## config.mk

```make
export PLATFORM = sky130hd
export DESIGN_NAME = ram_port_arbiter_flat
export DESIGN_NICKNAME = d
export VERILOG_FILES = /design/src/rtl/ram_port_arbiter_if.sv /design/src/rtl/ram_port_arbiter.sv /design/src/flat_wrapper.sv
export SDC_FILE = /design/constraint.sdc
export NUM_CORES = 1
export LEC_CHECK = 0
export ABC_CLOCK_PERIOD_IN_PS = 1700
export CAP_MARGIN = 30
export CORE_AREA = 2 2 86 88
export CTS_BUF_LIST = sky130_fd_sc_hd__clkbuf_4
export CTS_CLUSTER_SIZE = 12
export DETAILED_ROUTE_END_ITERATION = 6
export DIE_AREA = 0 0 88 90
export PLACE_DENSITY_LB_ADDON = 0.05
export SKIP_CTS_REPAIR_TIMING = 1
export SYNTH_ARGS = -nofsm -noshare
export SYNTH_HDL_FRONTEND = slang
export SYNTH_SLANG_ARGS = --single-unit
```

## constraint.sdc

```tcl
create_clock -name clk -period 1.7 [get_ports clk]
set_input_delay 0.255 -clock clk [delete_from_list [all_inputs] [get_ports clk]]
set_output_delay 0.255 -clock clk [all_outputs]
set_load 0.005 [all_outputs]
```

## src/rtl/ram_port_arbiter_if.sv

```systemverilog
// Cache-side request bus and shared RAM port of ram_port_arbiter.
// The arbiter uses the slave modport; caches and the RAM model sit on the master side.
interface ram_port_arbiter_if #(
    parameter int NUM_REQ       = 2,
    parameter int ADDRESS_WIDTH = 16
);
    localparam int ID_WIDTH = $clog2(NUM_REQ);

    logic [NUM_REQ*ADDRESS_WIDTH-1:0] req_address;
    logic [NUM_REQ-1:0]               req_rd;
    logic [NUM_REQ-1:0]               req_wr;
    logic [NUM_REQ*32-1:0]            req_data_wr;
    logic [31:0]                      req_data_rd;
    logic [NUM_REQ-1:0]               req_data_valid;
    logic [ADDRESS_WIDTH-1:0]         ram_address;
    logic                             ram_rd;
    logic                             ram_wr;
    logic [31:0]                      ram_data_wr;
    logic [31:0]                      ram_data_rd;
    logic                             ram_data_valid;
    logic                             busy;
    logic [ID_WIDTH-1:0]              owner;

    modport slave (
        input  req_address, req_rd, req_wr, req_data_wr, ram_data_rd, ram_data_valid,
        output req_data_rd, req_data_valid, ram_address, ram_rd, ram_wr, ram_data_wr,
               busy, owner
    );

    modport master (
        output req_address, req_rd, req_wr, req_data_wr, ram_data_rd, ram_data_valid,
        input  req_data_rd, req_data_valid, ram_address, ram_rd, ram_wr, ram_data_wr,
               busy, owner
    );
endinterface

```

## src/rtl/ram_port_arbiter.sv

```systemverilog
// Round-robin arbiter sharing one word-RAM port among NUM_REQ cache controllers.
// Optional per-requester grant/wait counters are enabled by defining RAM_ARB_PERF_EN.
module ram_port_arbiter #(
    parameter int NUM_REQ       = 2,
    parameter int ADDRESS_WIDTH = 16
) (
    input  logic                  clk,
    input  logic                  rst,
    ram_port_arbiter_if.slave     bus
`ifdef RAM_ARB_PERF_EN
    ,
    output logic [NUM_REQ*16-1:0] perf_grants,
    output logic [NUM_REQ*16-1:0] perf_wait
`endif
);
    localparam int ID_WIDTH = $clog2(NUM_REQ);

    typedef enum logic {IDLE, BUSY} state_t;

    state_t              state_r, state_next;
    logic [ID_WIDTH-1:0] owner_r, owner_next;
    logic [ID_WIDTH-1:0] last_r, last_next;
    logic [ID_WIDTH-1:0] winner;
    logic [ID_WIDTH-1:0] scan_idx;
    logic                found;
    logic [NUM_REQ-1:0]  req;
    logic                any_req;

    logic [ADDRESS_WIDTH-1:0] addr_slice [NUM_REQ];
    logic [31:0]              data_slice [NUM_REQ];

    assign req     = bus.req_rd | bus.req_wr;
    assign any_req = |req;

    for (genvar i = 0; i < NUM_REQ; i++) begin : g_slice
        assign addr_slice[i] = bus.req_address[i*ADDRESS_WIDTH +: ADDRESS_WIDTH];
        assign data_slice[i] = bus.req_data_wr[i*32 +: 32];
    end

    // Round-robin pick: first set request after the last winner, wrapping around.
    always_comb begin
        winner   = '0;
        scan_idx = '0;
        found    = 1'b0;
        for (int k = 1; k <= NUM_REQ; k++) begin
            scan_idx = ID_WIDTH'((int'(last_r) + k) % NUM_REQ);
            if (!found && req[scan_idx]) begin
                winner = scan_idx;
                found  = 1'b1;
            end
        end
    end

    always_ff @(posedge clk or posedge rst) begin
        if (rst) begin
            state_r <= IDLE;
            owner_r <= '0;
            last_r  <= ID_WIDTH'(NUM_REQ - 1);
        end else begin
            state_r <= state_next;
            owner_r <= owner_next;
            last_r  <= last_next;
        end
    end

    // The RAM port is a pure mux of the owner's slice, so its outputs drop with the owner's request.
    always_comb begin
        state_next         = state_r;
        owner_next         = owner_r;
        last_next          = last_r;
        bus.ram_address    = '0;
        bus.ram_rd         = 1'b0;
        bus.ram_wr         = 1'b0;
        bus.ram_data_wr    = '0;
        bus.req_data_valid = '0;
        case (state_r)
            IDLE: begin
                if (any_req) begin
                    state_next = BUSY;
                    owner_next = winner;
                    last_next  = winner;
                end
            end
            BUSY: begin
                bus.ram_address             = addr_slice[owner_r];
                bus.ram_rd                  = bus.req_rd[owner_r];
                bus.ram_wr                  = bus.req_wr[owner_r];
                bus.ram_data_wr             = data_slice[owner_r];
                bus.req_data_valid[owner_r] = bus.ram_data_valid;
                if (!req[owner_r]) begin
                    state_next = IDLE;
                end
            end
            default: state_next = IDLE;
        endcase
    end

    assign bus.req_data_rd = bus.ram_data_rd;
    assign bus.busy        = (state_r == BUSY);
    assign bus.owner       = owner_r;

`ifdef RAM_ARB_PERF_EN
    for (genvar i = 0; i < NUM_REQ; i++) begin : g_perf
        logic [15:0] grants_r;
        logic [15:0] wait_r;
        logic        granted;
        logic        waiting;

        assign granted = (state_r == IDLE) && any_req && (winner == ID_WIDTH'(i));
        assign waiting = req[i] && ((state_r == BUSY) ? (owner_r != ID_WIDTH'(i))
                                                       : (winner != ID_WIDTH'(i)));

        // Saturating counters so long runs never wrap back to small values.
        always_ff @(posedge clk or posedge rst) begin
            if (rst) begin
                grants_r <= '0;
                wait_r   <= '0;
            end else begin
                if (granted && grants_r != 16'hFFFF) begin
                    grants_r <= grants_r + 16'd1;
                end
                if (waiting && wait_r != 16'hFFFF) begin
                    wait_r <= wait_r + 16'd1;
                end
            end
        end

        assign perf_grants[i*16 +: 16] = grants_r;
        assign perf_wait[i*16 +: 16]   = wait_r;
    end
`endif
endmodule

```

## src/flat_wrapper.sv

```systemverilog
// flat-port wrapper written by rule: the top's interface ports become plain ports
module ram_port_arbiter_flat 
#(
    parameter int NUM_REQ       = 2,
    parameter int ADDRESS_WIDTH = 16
)
  (clk, rst, bus_req_address, bus_req_rd, bus_req_wr, bus_req_data_wr, bus_ram_data_rd, bus_ram_data_valid, bus_req_data_rd, bus_req_data_valid, bus_ram_address, bus_ram_rd, bus_ram_wr, bus_ram_data_wr, bus_busy, bus_owner);
  ram_port_arbiter_if #(.NUM_REQ(NUM_REQ), .ADDRESS_WIDTH(ADDRESS_WIDTH)) bus_i ();
  input  logic clk;
  input  logic rst;
  input wire logic [$bits(bus_i.req_address)-1:0] bus_req_address;
  input wire logic [$bits(bus_i.req_rd)-1:0] bus_req_rd;
  input wire logic [$bits(bus_i.req_wr)-1:0] bus_req_wr;
  input wire logic [$bits(bus_i.req_data_wr)-1:0] bus_req_data_wr;
  input wire logic [$bits(bus_i.ram_data_rd)-1:0] bus_ram_data_rd;
  input wire logic [$bits(bus_i.ram_data_valid)-1:0] bus_ram_data_valid;
  output wire logic [$bits(bus_i.req_data_rd)-1:0] bus_req_data_rd;
  output wire logic [$bits(bus_i.req_data_valid)-1:0] bus_req_data_valid;
  output wire logic [$bits(bus_i.ram_address)-1:0] bus_ram_address;
  output wire logic [$bits(bus_i.ram_rd)-1:0] bus_ram_rd;
  output wire logic [$bits(bus_i.ram_wr)-1:0] bus_ram_wr;
  output wire logic [$bits(bus_i.ram_data_wr)-1:0] bus_ram_data_wr;
  output wire logic [$bits(bus_i.busy)-1:0] bus_busy;
  output wire logic [$bits(bus_i.owner)-1:0] bus_owner;
  assign bus_i.req_address = bus_req_address;
  assign bus_i.req_rd = bus_req_rd;
  assign bus_i.req_wr = bus_req_wr;
  assign bus_i.req_data_wr = bus_req_data_wr;
  assign bus_i.ram_data_rd = bus_ram_data_rd;
  assign bus_i.ram_data_valid = bus_ram_data_valid;
  assign bus_req_data_rd = bus_i.req_data_rd;
  assign bus_req_data_valid = bus_i.req_data_valid;
  assign bus_ram_address = bus_i.ram_address;
  assign bus_ram_rd = bus_i.ram_rd;
  assign bus_ram_wr = bus_i.ram_wr;
  assign bus_ram_data_wr = bus_i.ram_data_wr;
  assign bus_busy = bus_i.busy;
  assign bus_owner = bus_i.owner;
  ram_port_arbiter #(.NUM_REQ(NUM_REQ), .ADDRESS_WIDTH(ADDRESS_WIDTH)) u_core (.clk(clk), .rst(rst), .bus(bus_i));
endmodule
```

## After elaboration in Yosys (flattened, before gate mapping)

Cells that the tools add are included.

| operators by class | value |
|---|---|
| $add $sub $neg | 2 |
| order comparisons | 5 |
| multiplexer cells | 29 |
| bitwise operators | 4 |
| reduce and logical (&&, ||, !) cells | 5 |

Operators with widths:

| cell | number |
|---|---|
| 2-to-1 mux 32 bit | 4 |
| 2-to-1 mux 16 bit | 4 |
| 2-to-1 mux 1 bit | 18 |
| less-than comparator 1 x 2 -> 1 bit, second input constant | 3 |
| adder 1 bit, second input constant | 2 |
| AND 2 bit | 1 |
| >= comparator 2 bit, second input constant | 1 |
| logical AND 1 bit | 2 |
| 2-to-1 mux 2 bit | 1 |
| NOT 1 -> 2 bit | 1 |
| bitwise OR 2 bit | 1 |
| one-hot mux 1 bit (2 select lines) | 1 |
| AND reduction 2 bit | 1 |
| OR reduction 2 bit | 1 |
| demux 1 bit (select 1 bit) | 1 |
| >= comparator 1 bit, second input constant | 1 |
| zero test 1 bit | 1 |
| NOT 1 bit | 1 |

| storage, ports and cells | value |
|---|---|
| register bits | 3 |
| bits of input ports | 135 |
| output and inout port bits | 86 |

## Logic depth before layout (Yosys ltp)

| depth | value |
|---|---|
| word-level depth | 7 |
| gate-level depth with buffers | 4 |
| mapped depth without buffers | 2 |

## Least setup slack after synthesis

Ideal clock, no wire load.

| timing | value |
|---|---|
| kind | register to output |
| start point | reg u_core.owner_r, in the netlist u_core.bus.owner |
| end point | out bus_ram_address[0] |
| arrival | 0.926 ns |
| path slack | 0.519 ns |
| stages on the path, launching flop included | 5 |
| buffers on the path | 2 |
| cell sequence | dfrtp_1 -> buf_6 -> buf_8 -> mux2i_1 -> nor2b_1 |

| between the ends | value |
|---|---|
| word-level cells in the longest chain between the ends | 5 |

Ends and longest elaborated chain:

| item | line | source |
|---|---|---|
| start: declaration | ram_port_arbiter.sv:21 | `logic [ID_WIDTH-1:0] owner_r, owner_next;` |
| start signal: assignment | ram_port_arbiter.sv:61 | `owner_r <= owner_next;` |
| NOT 1 -> 2 bit (implied by the code) | ram_port_arbiter.sv:85 | `bus.ram_address = addr_slice[owner_r];` |
| 2-to-1 mux 16 bit (implied by the code) (3 in series) | ram_port_arbiter.sv:85 |  |
| 2-to-1 mux 16 bit | ram_port_arbiter.sv:76 | `case (state_r)` |
| end: declaration | flat_wrapper.sv:19 | `output wire logic [$bits(bus_i.ram_address)-1:0] bus_ram_address;` |

Every way passes these cells. The select of a mux whose other input is x is not followed.

## Worst setup path in the final report

| timing | value |
|---|---|
| start point | reg u_core.owner_r, in the netlist u_core.bus.owner |
| end point | out bus_ram_data_wr[0] |

| between the ends | value |
|---|---|
| word-level cells in the longest chain between the ends | 5 |

Ends and longest elaborated chain:

| item | line | source |
|---|---|---|
| NOT 1 -> 2 bit (implied by the code) | ram_port_arbiter.sv:88 | `bus.ram_data_wr = data_slice[owner_r];` |
| 2-to-1 mux 32 bit (implied by the code) (3 in series) | ram_port_arbiter.sv:88 |  |
| 2-to-1 mux 32 bit | ram_port_arbiter.sv:76 |  |
| end: declaration | flat_wrapper.sv:22 | `output wire logic [$bits(bus_i.ram_data_wr)-1:0] bus_ram_data_wr;` |

Every way passes these cells. The select of a mux whose other input is x is not followed.

==> implementation parameters <==
Parameter                              Value

Route
  Vias per inst    3.97
  Number of DRC markers in iteration 0    20
  Detailed-route wire length per cell    ~15 µm
  Final wirelength    6080 µm
  Via Count    around 1.6k
  Antenna Nets Post-Route    0
  Drt pass-1 iters    4
  DRC viols    0

Final layout
  # fillers    716
  Fin nets    430
  Area growth, synth to finish    125%
  Final std cell area, no fill    3050 µm²
  Proportion of layout cells with a drive suffix above 1    0.122
  Final Non-Filler Cells    between 300 and 400
  Antenna Diode Count    0
  Post-Route Utilization    0.434

Setup path
  WS Path Type    reg2out
  Maximum cell stage delay along the critical path    0.50 ns
  Type of element launching the critical path    register
  Cell at the slowest stage of the critical path    sky130_fd_sc_hd__clkdlybuf4s50_1
  Crit path cell chain    buf_12 -> mux2i_1 -> nor2b_1 -> clkdlybuf4s50_1
  Setup slack of the most critical reg-to-reg path    0.37 ns
  Worst path arrival time    1.61 ns
  Critical Path Fanout Max    12
  Type of element capturing the critical path    output pin
  Worst Reg2Reg Path Length in Cells    4
  Req. time, crit path    between 1 and 1.5 ns
  Start of the worst register-to-register path    u_core.bus.owner
  Endpoint of the worst register-to-register path    u_core.bus.busy

Synth
  Share of the yosys chip area belonging to registers    0.0562
  Share of synthesized area spent on multiplexers    0.377
  Number of synthesized register bits    3
  Gate count after technology mapping    160
  Area share of fa/ha/maj cells after synthesis    0
  Simple-gate share of the synthesized area    0.278
  Main combinational cell family by area after synthesis    multiplexers
  Mapped Nets    approximately 300
  Combined area of all synthesized cells    1360 µm²
  Avg Inst Size Synth    ~8.5 µm²
  Distinct cells, synth    23
  Number of warning messages in the yosys log    0
  Post-synthesis compound-gate area fraction    0.0240
  XOR/XNOR share of the synthesized area    0

Clock network
  Clock Tree Root    sky130_fd_sc_hd__clkbuf_4
  Worst skew pair latency    0.23 ns
  H-tree depth    1
  Number of buffers created by CTS    3
  Clock sink count    3
  Worst-path clk slew    approximately 0.040 ns
  Clock tree from TritonCTS    built
  Bufs on Longest Clock Path    2

Power
  Worst voltage drop across the vdd grid    0.380 mV
  Sequential share of power    0.058
  Switching component of the power    roughly 1.1 mW
  Power Dens Cells    992 nW/µm²
  Switching Fraction    0.350
  P_leak    between 1.5 and 2 nW
  Comb power frac    0.896
  Clock Power Share    0.046
  Int Power    1.97 mW

Global route
  Number of antenna violations at the first check in global routing    0
  Wire length of the first global-routing pass    8400 µm
  Total global-route track usage    0.133
  Number of global-route vias before repair    1535
  Total congestion overflow after global routing    0
  Largest net degree at the start of global routing    48

Timing
  Final worst clock skew    0.000660 ns
  Final-report hold violation count    0
  Worst max-slew margin expressed relative to the limit    0.791
  Maximum operating frequency    0.535 GHz
  Count of endpoints failing setup in the final report    1
  Measured slew at the worst slew-check pin    0.311 ns
  Worst hold slack    0.199 ns
  Min Tclk post-route    approximately 1.9 ns
  Setup ws final    -0.170 ns
  Unrepaired setup endpoints after global routing    yes
  Post-route fraction of the period consumed by the critical path    1.10
  Count of final max-slew check failures    0

Die
  Number of rows created at floorplan    31
  Die footprint    slightly below 8000 µm²
  Effective utilization at floorplan    0.193
  Number of ports placed on the die boundary    about 220
  Die Height    90 µm
  Width of the chip    88 µm
  Area inside the core boundary    7020 µm²

Hold path
  HP Class    in2async

Run status
  Violations in the final reports    setup timing
  Run status    finished with violations

Placed design
  Half-perimeter wire length of the detailed placement result    4650 µm
  Gpl congestion    0.715
  Area after detailed placement    roughly 2800 µm²
  Number of port buffers    about 160
  Placed Cells    380

Run
  Number of max-capacitance violations reported    0
==> layout make-up <==
cell class | instances | area, µm² | area share
timing repair buffer | 174 | 1890 | 0.619
clock buffer | 4 | 30.0 | 0.00985
multi-input combinational | 112 | 926 | 0.304
sequential | 3 | 78.8 | 0.0259
tap | 99 | 124 | 0.0406
inverter | 1 | 3.75 | 0.00123
==> state kept, by name (all words and copies together) (netlist names) <==
register and flops:
u_core.last_r 1, u_core.bus.owner 1, u_core.bus.busy 1
==> worst max-delay path: cells and delay by family (launching register included) <==
| family | cells | cell delay (ns) |
|---|---|---|
| AND/OR/NAND/NOR | 1 | 0.11 |
| flip-flops | 1 | 0.48 |
| buffers and inverters | 2 | 0.68 |
| multiplexers | 1 | 0.11 |
==> per-stage QoR <==
stage                     setup TNS, ns  setup WS [ns]  total power, mW
after detailed placement        -0.0197        -0.0159             2.83
after global placement          -0.0198        -0.0188             2.86
final                            -0.170         -0.170             3.02
after floorplan                       0          0.519             1.58
after global routing             -0.583         -0.265             3.26
after CTS                        -10.83         -0.263             2.99
==> worst max path at each step <==
stage                     slack, ns                  end  cells after the start                start
final                         -0.17   bus_ram_data_wr[0]                      4     u_core.bus.owner
after global routing          -0.27   bus_ram_data_wr[0]                      4     u_core.bus.owner
after CTS                     -0.26  bus_ram_data_wr[16]                      4     u_core.bus.owner
after detailed placement      -0.02  bus_ram_data_wr[13]                      4  bus_req_data_wr[13]
after global placement        -0.02  bus_ram_data_wr[13]                      4  bus_req_data_wr[13]
after floorplan                0.52   bus_ram_address[0]                      4     u_core.bus.owner
==> layout by cell type (no fill, tap or decap), types with 2 or more instances in the layout <==
| cell | Yosys | routed |
|---|---|---|
| sky130_fd_sc_hd__buf_4 | 32 | 11 |
| sky130_fd_sc_hd__clkbuf_2 | 1 | 3 |
| sky130_fd_sc_hd__clkbuf_4 | 0 | 4 |
| sky130_fd_sc_hd__dfrtp_2 | 0 | 2 |
| sky130_fd_sc_hd__mux2i_1 | 50 | 49 |
| sky130_fd_sc_hd__clkdlybuf4s50_1 | 0 | 104 |
| sky130_fd_sc_hd__clkbuf_16 | 0 | 2 |
| sky130_fd_sc_hd__nor2b_1 | 50 | 50 |
| sky130_fd_sc_hd__dlymetal6s2s_1 | 0 | 48 |
| sky130_fd_sc_hd__buf_12 | 1 | 4 |
==> cell usage after synthesis <==
| cell type | n | area share |
|---|---|---|
| sky130_fd_sc_hd__and3_2 | 1 | 0.0055 |
| sky130_fd_sc_hd__nor4_1 | 1 | 0.0046 |
| sky130_fd_sc_hd__mux2_2 | 1 | 0.0083 |
| sky130_fd_sc_hd__nor3_2 | 1 | 0.0074 |
| sky130_fd_sc_hd__nor2b_1 | 50 | 0.23 |
| sky130_fd_sc_hd__clkbuf_1 | 5 | 0.014 |
| sky130_fd_sc_hd__o21ai_0 | 1 | 0.0037 |
| sky130_fd_sc_hd__buf_8 | 4 | 0.044 |
| sky130_fd_sc_hd__a22o_2 | 1 | 0.0074 |
| sky130_fd_sc_hd__inv_1 | 1 | 0.0028 |
| sky130_fd_sc_hd__dfstp_2 | 1 | 0.019 |
| sky130_fd_sc_hd__nor2_1 | 1 | 0.0028 |
| sky130_fd_sc_hd__buf_6 | 1 | 0.0083 |
| sky130_fd_sc_hd__buf_12 | 1 | 0.015 |
| sky130_fd_sc_hd__dfrtp_1 | 2 | 0.037 |
| sky130_fd_sc_hd__clkbuf_2 | 1 | 0.0037 |
| sky130_fd_sc_hd__nor4bb_1 | 1 | 0.0074 |
| sky130_fd_sc_hd__buf_4 | 32 | 0.18 |
| sky130_fd_sc_hd__o21ba_2 | 1 | 0.0074 |
| sky130_fd_sc_hd__nor4b_4 | 1 | 0.018 |
| sky130_fd_sc_hd__nand2_1 | 1 | 0.0028 |
| sky130_fd_sc_hd__o21bai_1 | 1 | 0.0055 |
| sky130_fd_sc_hd__mux2i_1 | 50 | 0.37 |
==> power by group through the flow <==
stage	Clock [mW]	Combinational, mW	Sequential [mW]
after floorplan	0	1.44	0.131
after global placement	0	2.70	0.157
after detailed placement	0	2.67	0.159
after CTS	0.150	2.68	0.159
after global routing	0.158	2.92	0.184
final	0.140	2.71	0.174
==> kinds of logic after synthesis <==
kind of cell           count (synthesis)
buffers and inverters                 45
and+or+nand+nor                       57
AOI/OAI and AO/OA                      4
muxes                                 51
DFF                                    3
==> layer usage <==
metal  vias up  share of wire  track usage
met5         -              0            0
met4         0          0.011       0.0500
met3        16           0.11       0.0386
met2       106           0.54        0.253
met1       666           0.34        0.132
li1        772              -            -
Note: power is estimated with default switching activity, not from simulation.
